**src/rtl/mem_arbiter.sv**
```systemverilog
// Two-port round-robin arbiter for the single synchronous RAM port.
// Bounded bursts; one access per cycle; acks return two cycles after grant.
module mem_arbiter #(
  parameter int AW        = 16,
  parameter int DW        = 16,
  parameter int MAX_BURST = 4
) (
  input  logic          clk,
  input  logic          rst,
  input  logic          r0_req,
  input  logic          r0_we,
  input  logic [AW-1:0] r0_addr,
  input  logic [DW-1:0] r0_wdata,
  output logic          r0_gnt,
  output logic          r0_ack,
  output logic [DW-1:0] r0_rdata,
  input  logic          r1_req,
  input  logic          r1_we,
  input  logic [AW-1:0] r1_addr,
  input  logic [DW-1:0] r1_wdata,
  output logic          r1_gnt,
  output logic          r1_ack,
  output logic [DW-1:0] r1_rdata,
  output logic [AW-1:0] mem_addr,
  output logic          mem_wr,
  output logic [DW-1:0] mem_dout,
  input  logic [DW-1:0] mem_din,
  output logic          owner
);

  localparam int CW = $clog2(MAX_BURST + 1);

  typedef enum logic [1:0] {IDLE, OWN0, OWN1} state_t;

  state_t        state;
  logic [CW-1:0] burst_cnt;
  logic          last;

  logic          any_gnt;
  logic          gnt_port;
  logic          same_owner;
  logic          burst_open;

  logic          stage1_valid;
  logic          stage1_port;
  logic          ack_we;

  assign burst_open = (burst_cnt < CW'(MAX_BURST));

  always_comb begin
    r0_gnt = 1'b0;
    r1_gnt = 1'b0;
    case (state)
      IDLE: begin
        if (r0_req && r1_req) begin
          r0_gnt = last;
          r1_gnt = !last;
        end else begin
          r0_gnt = r0_req;
          r1_gnt = r1_req;
        end
      end
      OWN0: begin
        if (r0_req && (!r1_req || burst_open)) r0_gnt = 1'b1;
        else if (r1_req)                       r1_gnt = 1'b1;
      end
      OWN1: begin
        if (r1_req && (!r0_req || burst_open)) r1_gnt = 1'b1;
        else if (r0_req)                       r0_gnt = 1'b1;
      end
      default: ;
    endcase
  end

  assign any_gnt    = r0_gnt | r1_gnt;
  assign gnt_port   = r1_gnt;
  assign same_owner = (state == OWN0 && r0_gnt) || (state == OWN1 && r1_gnt);

  always_ff @(posedge clk or posedge rst) begin
    if (rst) begin
      state     <= IDLE;
      burst_cnt <= '0;
      last      <= 1'b1;
      owner     <= 1'b0;
    end else if (any_gnt) begin
      owner <= gnt_port;
      state <= gnt_port ? OWN1 : OWN0;
      if (same_owner) begin
        if (burst_open) burst_cnt <= burst_cnt + CW'(1);
      end else begin
        burst_cnt <= CW'(1);
        // Leaving an owned burst records who just had it; IDLE grants keep last.
        if (state != IDLE) last <= (state == OWN1);
      end
    end else if (state != IDLE) begin
      state <= IDLE;
      last  <= (state == OWN1);
    end
  end

  // Stage 1 drives the RAM; stage 2 is the ack cycle where read data arrives.
  always_ff @(posedge clk or posedge rst) begin
    if (rst) begin
      mem_addr     <= '0;
      mem_wr       <= 1'b0;
      mem_dout     <= '0;
      stage1_valid <= 1'b0;
      stage1_port  <= 1'b0;
      r0_ack       <= 1'b0;
      r1_ack       <= 1'b0;
      ack_we       <= 1'b0;
    end else begin
      stage1_valid <= any_gnt;
      stage1_port  <= gnt_port;
      mem_wr       <= any_gnt && (gnt_port ? r1_we : r0_we);
      if (any_gnt) begin
        mem_addr <= gnt_port ? r1_addr  : r0_addr;
        mem_dout <= gnt_port ? r1_wdata : r0_wdata;
      end
      r0_ack <= stage1_valid && !stage1_port;
      r1_ack <= stage1_valid &&  stage1_port;
      ack_we <= mem_wr;
    end
  end

  assign r0_rdata = (r0_ack && !ack_we) ? mem_din : '0;
  assign r1_rdata = (r1_ack && !ack_we) ? mem_din : '0;

endmodule

```
**config.mk**
```make
export PLATFORM = sky130hd
export DESIGN_NAME = mem_arbiter
export DESIGN_NICKNAME = d
export VERILOG_FILES = /design/src/rtl/mem_arbiter.sv
export SDC_FILE = /design/constraint.sdc
export NUM_CORES = 1
export LEC_CHECK = 0
export CAP_MARGIN = 20
export CORE_MARGIN = 2
export CORE_UTILIZATION = 33
export DETAILED_ROUTE_END_ITERATION = 8
export GPL_TIMING_DRIVEN = 0
export PLACE_DENSITY = 0.85
export SETUP_SLACK_MARGIN = 0.4
export SLEW_MARGIN = 20
export SYNTH_ARGS = -nofsm -noshare
export SYNTH_HDL_FRONTEND = slang
export SYNTH_SLANG_ARGS = --single-unit
```
**constraint.sdc**
```tcl
create_clock -name clk -period 1.4 [get_ports clk]
set_input_delay 0.28 -clock clk [delete_from_list [all_inputs] [get_ports clk]]
set_output_delay 0.28 -clock clk [all_outputs]
set_load 0.01 [all_outputs]
```
# Yosys cells after proc, flatten, opt, wreduce, memory -nomap -nowiden
# Cells that the tools add are included.
# W data, S select, Z words.
# totals
regBits	45
word_cells	64
# op_classes
order_cmp	1
n_bitwise	1
mux	23
eq_ne	4
n_addsub	1
n_reduce_logical	22
# op_table
operator	count
$mux W16	4
$mux W1	12
$logic_and A1 B1 Y1	10
$mux W2	3
$mux W3	2
$pmux W1 S3	2
$logic_not A1 Y1	5
$reduce_bool A2 Y1	2
$add A3 B1 Y3 const B	1
$logic_or A1 B1 Y1	3
$lt A3 B3 Y1 const B	1
$eq A2 B1 Y1 const B	1
$eq A2 B2 Y1 const B	1
$logic_not A2 Y1	1
$ne A2 B1 Y1 const B	1
$ne A2 B2 Y1 const B	1
$reduce_and A2 Y1	1
$or A1 B1 Y1	1

# Longest topological paths before layout
# depth
depth_word	9
mapped_depth	7
ltp_nobuf	5

# Worst setup path after synthesis
# No wires, ideal clock.
# synth_path
path_kind	reg2reg
from	reg last
to	reg mem_addr[14]
path_slack_ns	-0.060
t_required_ns	1.274
synth_period_minus_slack_ns	1.460
path_buffers	0
setup_ns	0.126
stages_incl_launch_ff	5
arrival_time_ns	1.334
cell_sequence	dfstp_2 nor3b_1 o21ai_2 and3_1 a221o_1
# synth_via
elab_chain_len	4
elab_cells_between_ends	7
cone_classes	mux: 5; bitwise: 1; reduce/logical: 1
# synth_rtl
element	line	rtl
from (decl)	37	logic last;
from (signal assigned)	93	if (state != IDLE) last <= (state == OWN1);
from (signal assigned)	97	last <= (state == OWN1);
$logic_not A1 Y1	57	r1_gnt = !last;
$mux W1	55	if (r0_req && r1_req) begin
$pmux W1 S3	53	case (state)
$mux W16 / $or A1 B1 Y1 (equally long branches)	117, 75	
to (signal assigned)	117	mem_addr <= gnt_port ? r1_addr : r0_addr;
to (decl)	24	output logic [AW-1:0] mem_addr,
# Parallel ways exist; a longest one is shown, timed or not.
# A chain may end at the register's enable or synchronous reset.

# Worst setup path after layout
# layout_path
from	reg burst_cnt[2]
to	out r1_gnt
# layout_via
elab_chain_len	5
elab_cells_between_ends	8
cone_classes	order compare: 1; mux: 3; reduce/logical: 4
# layout_rtl
element	line	rtl
from (decl)	36	logic [CW-1:0] burst_cnt;
from (signal assigned)	89	if (burst_open) burst_cnt <= burst_cnt + CW'(1);
$lt A3 B3 Y1 *	48	assign burst_open = (burst_cnt < CW'(MAX_BURST));
$logic_or A1 B1 Y1, on equally long branches	68, 64	
$logic_and A1 B1 Y1, on equally long branches	68, 64	
$mux W1, on equally long branches	68, 64	
$pmux W1 S3 *	53	
to (decl)	21	output logic r1_gnt,
# Every way passes the cells marked *; elsewhere a longest branch is shown, timed or not.

==> results.cfg <==
[outcome]
outcome = finished, violations left
violations = setup timing

[detailed_routing]
vias = 2801
drt_first_iter_violations = 100
via_per_inst = 4.86
first_pass_iters = 4
ant_nets = 0
post_drt_wl_per_cell_um = 16.1
wl_mm = 9.29
drc = 0

[cts]
cts_inserted_buffers = 5
clkTransAtPathRegs_ns = 0.09
cts_tree = built
clk_path_buf_depth = 2
worstSkewPairLatency_ns = 0.31
root_buffer = clkbuf_8
htree_levels = 2
numClockSinks = 45

[synthesis]
syn-num-nets = 352
yosysSeqAreaShare_pct = 45.2
syn_inst = 265
synth_area_per_cell_um2 = 9.41
netlist_area_um2 = 2490
yosysWarningCount = 0
synth_cell_types = 32
ys_ff_latch = 45

[pwr]
total_power_mw = 6.63
p_per_area_nw_per_um2 = 1310
vdd_drop_max_uv = 848
leakagePower_nw = 2.37

[worst_setup_path]
slowest_stage = o311a_4
worstPathArrival_ns = 1.46
path_cells = buf_6, o311a_4, nand2_4, inv_2, buf_6
slowest_delay_ns = 0.40
cp.required_ns = 1.12
cp-end-kind = output port
crit_path_max_fanout = 6
crit_top_cell = buf_6
r2r-start = state[1]$_DFFE_PP0P_
critPathBufInv = 3
worstSetupStartpointType = flip-flop
setup.worst_path.class = flip-flop to output port
cp_top_family = compound AO/OA/AOI/OAI gates
crit_path_start = burst_cnt[2]$_DFFE_PP0P_

[layout]
syn2layout_area_growth_pct = 103
n_antenna_cell = 0
fin_util_pct = 69.5
final_cell_mix = 83 x clkdlybuf4s50_1, 66 x buf_6, 62 x nand2_1
final_layout_size_suffix_gt1_share_pct = 52.2
layout.cells.most_common = clkdlybuf4s50_1
seq_area_um2 = 1130
multi_input_area_um2 = 1520
final_net_count = 563
n_fill_cell = 572

[global_route]
globalRouteOverflowTotal = 0
antenna_found_initial = 0
grt_pass1_vias = 2938
grt_pass1_wl_mm = 14.3
grt_usage_pct = 21.3
grt_max_degree = 24

[sta]
hold_violations = 0
min_period_ns = 1.74
finalCritPeriodShare_pct = 124
tns_ns = -14.99
rsz0062_at_grt = true
clock.fmax_mhz = 575
skew_ns = 0.00938
fin_ws_ns = -0.339
hold_ws_ns = 0.409
slew_viol_final = 0
setup_viol = 70
worst_pin_slew_ns = 0.561
relSlewSlack_pct = 62.5

[floorplan]
die_y_um = 90.9
rows = 31
die-area_um2 = 8270
start_util_pct = 34.2
io_pins = 156
die_w_um = 90.9
core_um2 = 7290

[flow_run]
cap_viol_max_count = 0

[min_path]
hold_path_class = flip-flop to flip-flop
min_from = mem_wr$_DFF_PP0_

[placed_design]
dp_hpwl_mm = 6.00
globalplace.congestion = 0.745
portBuffers = 155
synth_stat cells (all sizes together):
| master | count | area, um^2 |
|---|---|---|
| nor3b | 1 | 7.51 |
| a221o | 2 | 20.0 |
| buf | 8 | 57.6 |
| dfstp | 1 | 26.3 |
| nor2 | 3 | 11.3 |
| a21oi | 4 | 20.0 |
| o21a | 1 | 7.51 |
| nor3 | 1 | 5.00 |
| o311a | 1 | 21.3 |
| a211o | 1 | 8.76 |
| and2 | 34 | 213 |
| nand2b | 1 | 6.26 |
| o2bb2ai | 1 | 15.0 |
| and3 | 4 | 25.0 |
| a22o | 2 | 17.5 |
| o211ai | 32 | 385 |
| nand2 | 64 | 248 |
| inv | 8 | 32.5 |
| o21ai | 5 | 28.8 |
| dfrtp | 44 | 1100 |
| ha | 1 | 12.5 |
| clkbuf | 11 | 41.3 |
| o31ai | 1 | 7.51 |
| nor2b | 4 | 25.0 |
| nand3 | 30 | 150 |
per-stage QoR:
stage / setup slack [ns] / area, um^2 / instances
after floorplan: 0.0105 / 2650 / 265
after global placement: -0.891 / 4330 / 519
after detailed placement: -0.890 / 4330 / 519
after CTS: -0.341 / 4660 / 557
after global routing: -0.392 / 5070 / 576
final: -0.339 / 5070 / 576
kinds of logic (layout without fill, tap and decap cells):
logic type      count (synthesis)  after routing  synth area share (%)
simple gates                  142            142                  27.7
compound gates                 50             50                  21.3
flops                          45             45                  45.2
buf+inv                        27            239                  5.27
fa+ha+maj                       1              1                 0.502
sequential cells by signal, summed over array words and instances (netlist names):
register	cells
ack_we	1
mem_addr	16
mem_dout	16
r1_ack	1
state	2
stage1_valid	1
stage1_port	1
owner	1
mem_wr	1
burst_cnt	3
last	1
r0_ack	1
path summary, 6_finish.rpt:
check                                                end  slack, ns  depth (start not counted)
worst max register to register  mem_addr[14]$_DFFE_PP0P_      -0.29                          7
worst min-delay path                    ack_we$_DFF_PP0_       0.41                          0
worst min register to register          ack_we$_DFF_PP0_       0.41                          0
min in group asynchronous       burst_cnt[1]$_DFFE_PP0P_       0.48                          2
max in group asynchronous           state[0]$_DFFE_PP0P_       0.55                          2
worst max-delay path                              r1_gnt      -0.34                          5
where the power goes:
part | internal [mW] | switching, mW
Clock | 0.457 | 0.483
Combinational | 2.14 | 1.62
Sequential | 1.69 | 0.248
Total | 4.28 | 2.35
metal layers:
layer,global-route usage (%),share of wire (%)
met1,26.0,41
met4,6.31,1.9
met3,5.48,7.2
met2,36.7,50
met5,0,0
layout make-up:
cell class | instances | share of cell area (%)
tap | 99 | 2.45
clock buffer | 7 | 1.90
buffer | 19 | 4.57
multi-input combinational | 193 | 29.9
timing repair buffer | 203 | 37.8
clock inverter | 1 | 0.173
timing repair inverter | 1 | 0.148
inverter | 8 | 0.815
sequential | 45 | 22.3
timing repair:
item / CTS / global route
endpoints found under the hold margin: 0 / 0
pin swaps: 5 / 8
buffers inserted: 27 / 18
gates cloned: 3 / 1
hold buffers: 0 / 0
setup endpoints to repair: 157 / 112
resized for setup: 329 / 90
No activity file was read; power rests on OpenSTA's default activity.
==> RTL change (same flow settings) <==
Re-encode `state_t` (3 states) as one-hot, 3 bits wide.
--- a/src/rtl/mem_arbiter.sv
+++ b/src/rtl/mem_arbiter.sv
@@ -30,7 +30,7 @@
 
   localparam int CW = $clog2(MAX_BURST + 1);
 
-  typedef enum logic [1:0] {IDLE, OWN0, OWN1} state_t;
+  typedef enum logic [2:0] {IDLE = 3'b001, OWN0 = 3'b010, OWN1 = 3'b100} state_t;
 
   state_t        state;
   logic [CW-1:0] burst_cnt;
Check against the original RTL: same outputs for any inputs over 10 cycles, from zero or initial values and one cycle with rst high; not proved beyond that.
==> RTL change against the unedited design <==
  * The run still ends with setup timing left
  * Non-clock buffer count is 8 lower
  * Combinational power rose by 53%
  * First-iteration DRC count up 2.0%
  * Worst setup slack lost 0.091 ns
  * Register-to-register slack got worse by 0.12 ns
  * Utilization rose by 0.088 points
  * Routed wire length decreased by 11%
  * Sequential power increased by 26%
  * Cell area fell by 5.7%
  * Synthesized area shrank 5.5%
  * Sequential cell count increased by 1
  * Power is 41% higher
  * Die area decreased by 5.2%
==> RTL change: results (changes against the unedited design) <==
status finished with violations; failing checks setup timing; CTS buffer count 5 (unchanged); Met3 Wirelength 774 um (+15%); Seq/Total Area, Yosys 48.9% (+3.7 points); postcts setup bufs 31 (+15%); R2R Path End mem_dout[11]$_DFFE_PP0P_; leakage power figure 2.14 nW (-9.7%); WL/cell 15.3 um (-5.0%); syn_nets 320 (-9.1%); CP delay by family, top flip-flops; met2 Use GR 36.6% (-0.16 points); Hold WS 0.409 ns (-0.000146 ns); M3 GR Usage 6.53% (+1.1 points); slowest stage delay, CP 0.57 ns (+0.17 ns); Area contributors post-synth dfrtp_1 (47%), mux2i_1 (14%), and2_1 (8.8%); # setup viols final 74 (+5.7%); crit-path max FO 3 (-3); Post-synth top cells dfrtp_1 (44), nand2_1 (36), o21ai_1 (34), and2_1 (33), mux2i_1 (32); largest net degree at the start of global routing 24 (unchanged); slowest stage cell, crit path dfstp_2; met2 WL 4.19 mm (-9.9%); detailed router's first-iteration violation count 102 (+2.0%); Worst EP arrival 1.55 ns (+0.09 ns); RR Startpoint state[0]$_DFFE_PP1P_; count of cell types in the netlist 27 (-16%); FF-to-FF path depth 8 (+1); Slew @ Worst Pin 0.530 ns (-0.0310 ns); clock skew after layout 0.00616 ns (-0.00322 ns); vias in the first global route 2586 (-12%); TNS Setup -22.47 ns (-7.48 ns); total track usage 20.5% (-0.80 points); R2R Setup Slk -0.41 ns (-0.12 ns); DP Cell Count 484 (-6.7%); Via density 4.71 (-3.1%); Startpoint Class flop; clock tree buffer depth 2 (unchanged); placed cell areas 4170 um2 (-3.7%); Post-DP HPWL 5.64 mm (-6.0%); fin worst setup slack -0.429 ns (-0.0906 ns); post-CTS resize count 356 (+8.2%); biggest regs mem_addr (16), mem_dout (16); Gate Count Post-Synth 233 (-12%); wl on met1 3.10 mm (-18%); DR top layer met4; Async S/R FF share, synth 100% (unchanged); worst vdd ir 0.00107 V (+26%); drt first pass iters 4 (unchanged); Placer Congestion 0.789 (+5.9%); pre-CTS setup slack -0.742 ns (+0.148 ns); share of layout cells above drive strength 1 44.2% (-8.0 points); met1 usage 23.1% (-2.9 points); layout net count 529 (-6.0%); internal power 6.06 mW (+42%); non-filler cells, final 539 (-6.4%); first-pass GRT wire length 12.3 mm (-14%)
RTL change: power by group through the flow:
stage / Combinational [mW] / Sequential, mW / Clock [mW]
2_1_floorplan: 2.29 / 2.59 / 0
3_3_place_gp: 4.53 / 2.41 / 0
3_5_place_dp: 4.65 / 2.42 / 0
4_1_cts: 5.20 / 2.40 / 1.23
5_1_grt: 6.18 / 2.51 / 1.29
6_report: 5.72 / 2.44 / 1.22
RTL change: logic make-up after synthesis:
kind of cell	Yosys count	share of synthesized area [%]
compound gates	51	12.7
mux	32	13.6
simple gates	86	19.4
fa+ha+maj	1	0.531
flops	46	48.9
buf+inv	17	4.83
RTL change: area by class of cell:
type                       instances  area (um2)
fill                             521        2090
timing repair buffer             201        1930
clock inverter                     2        60.1
multi-input combinational        170        1260
sequential                        46        1160
timing repair inverter             1        7.51
tap                               96         120
inverter                           4        18.8
buffer                            13         145
clock buffer                       6        82.6
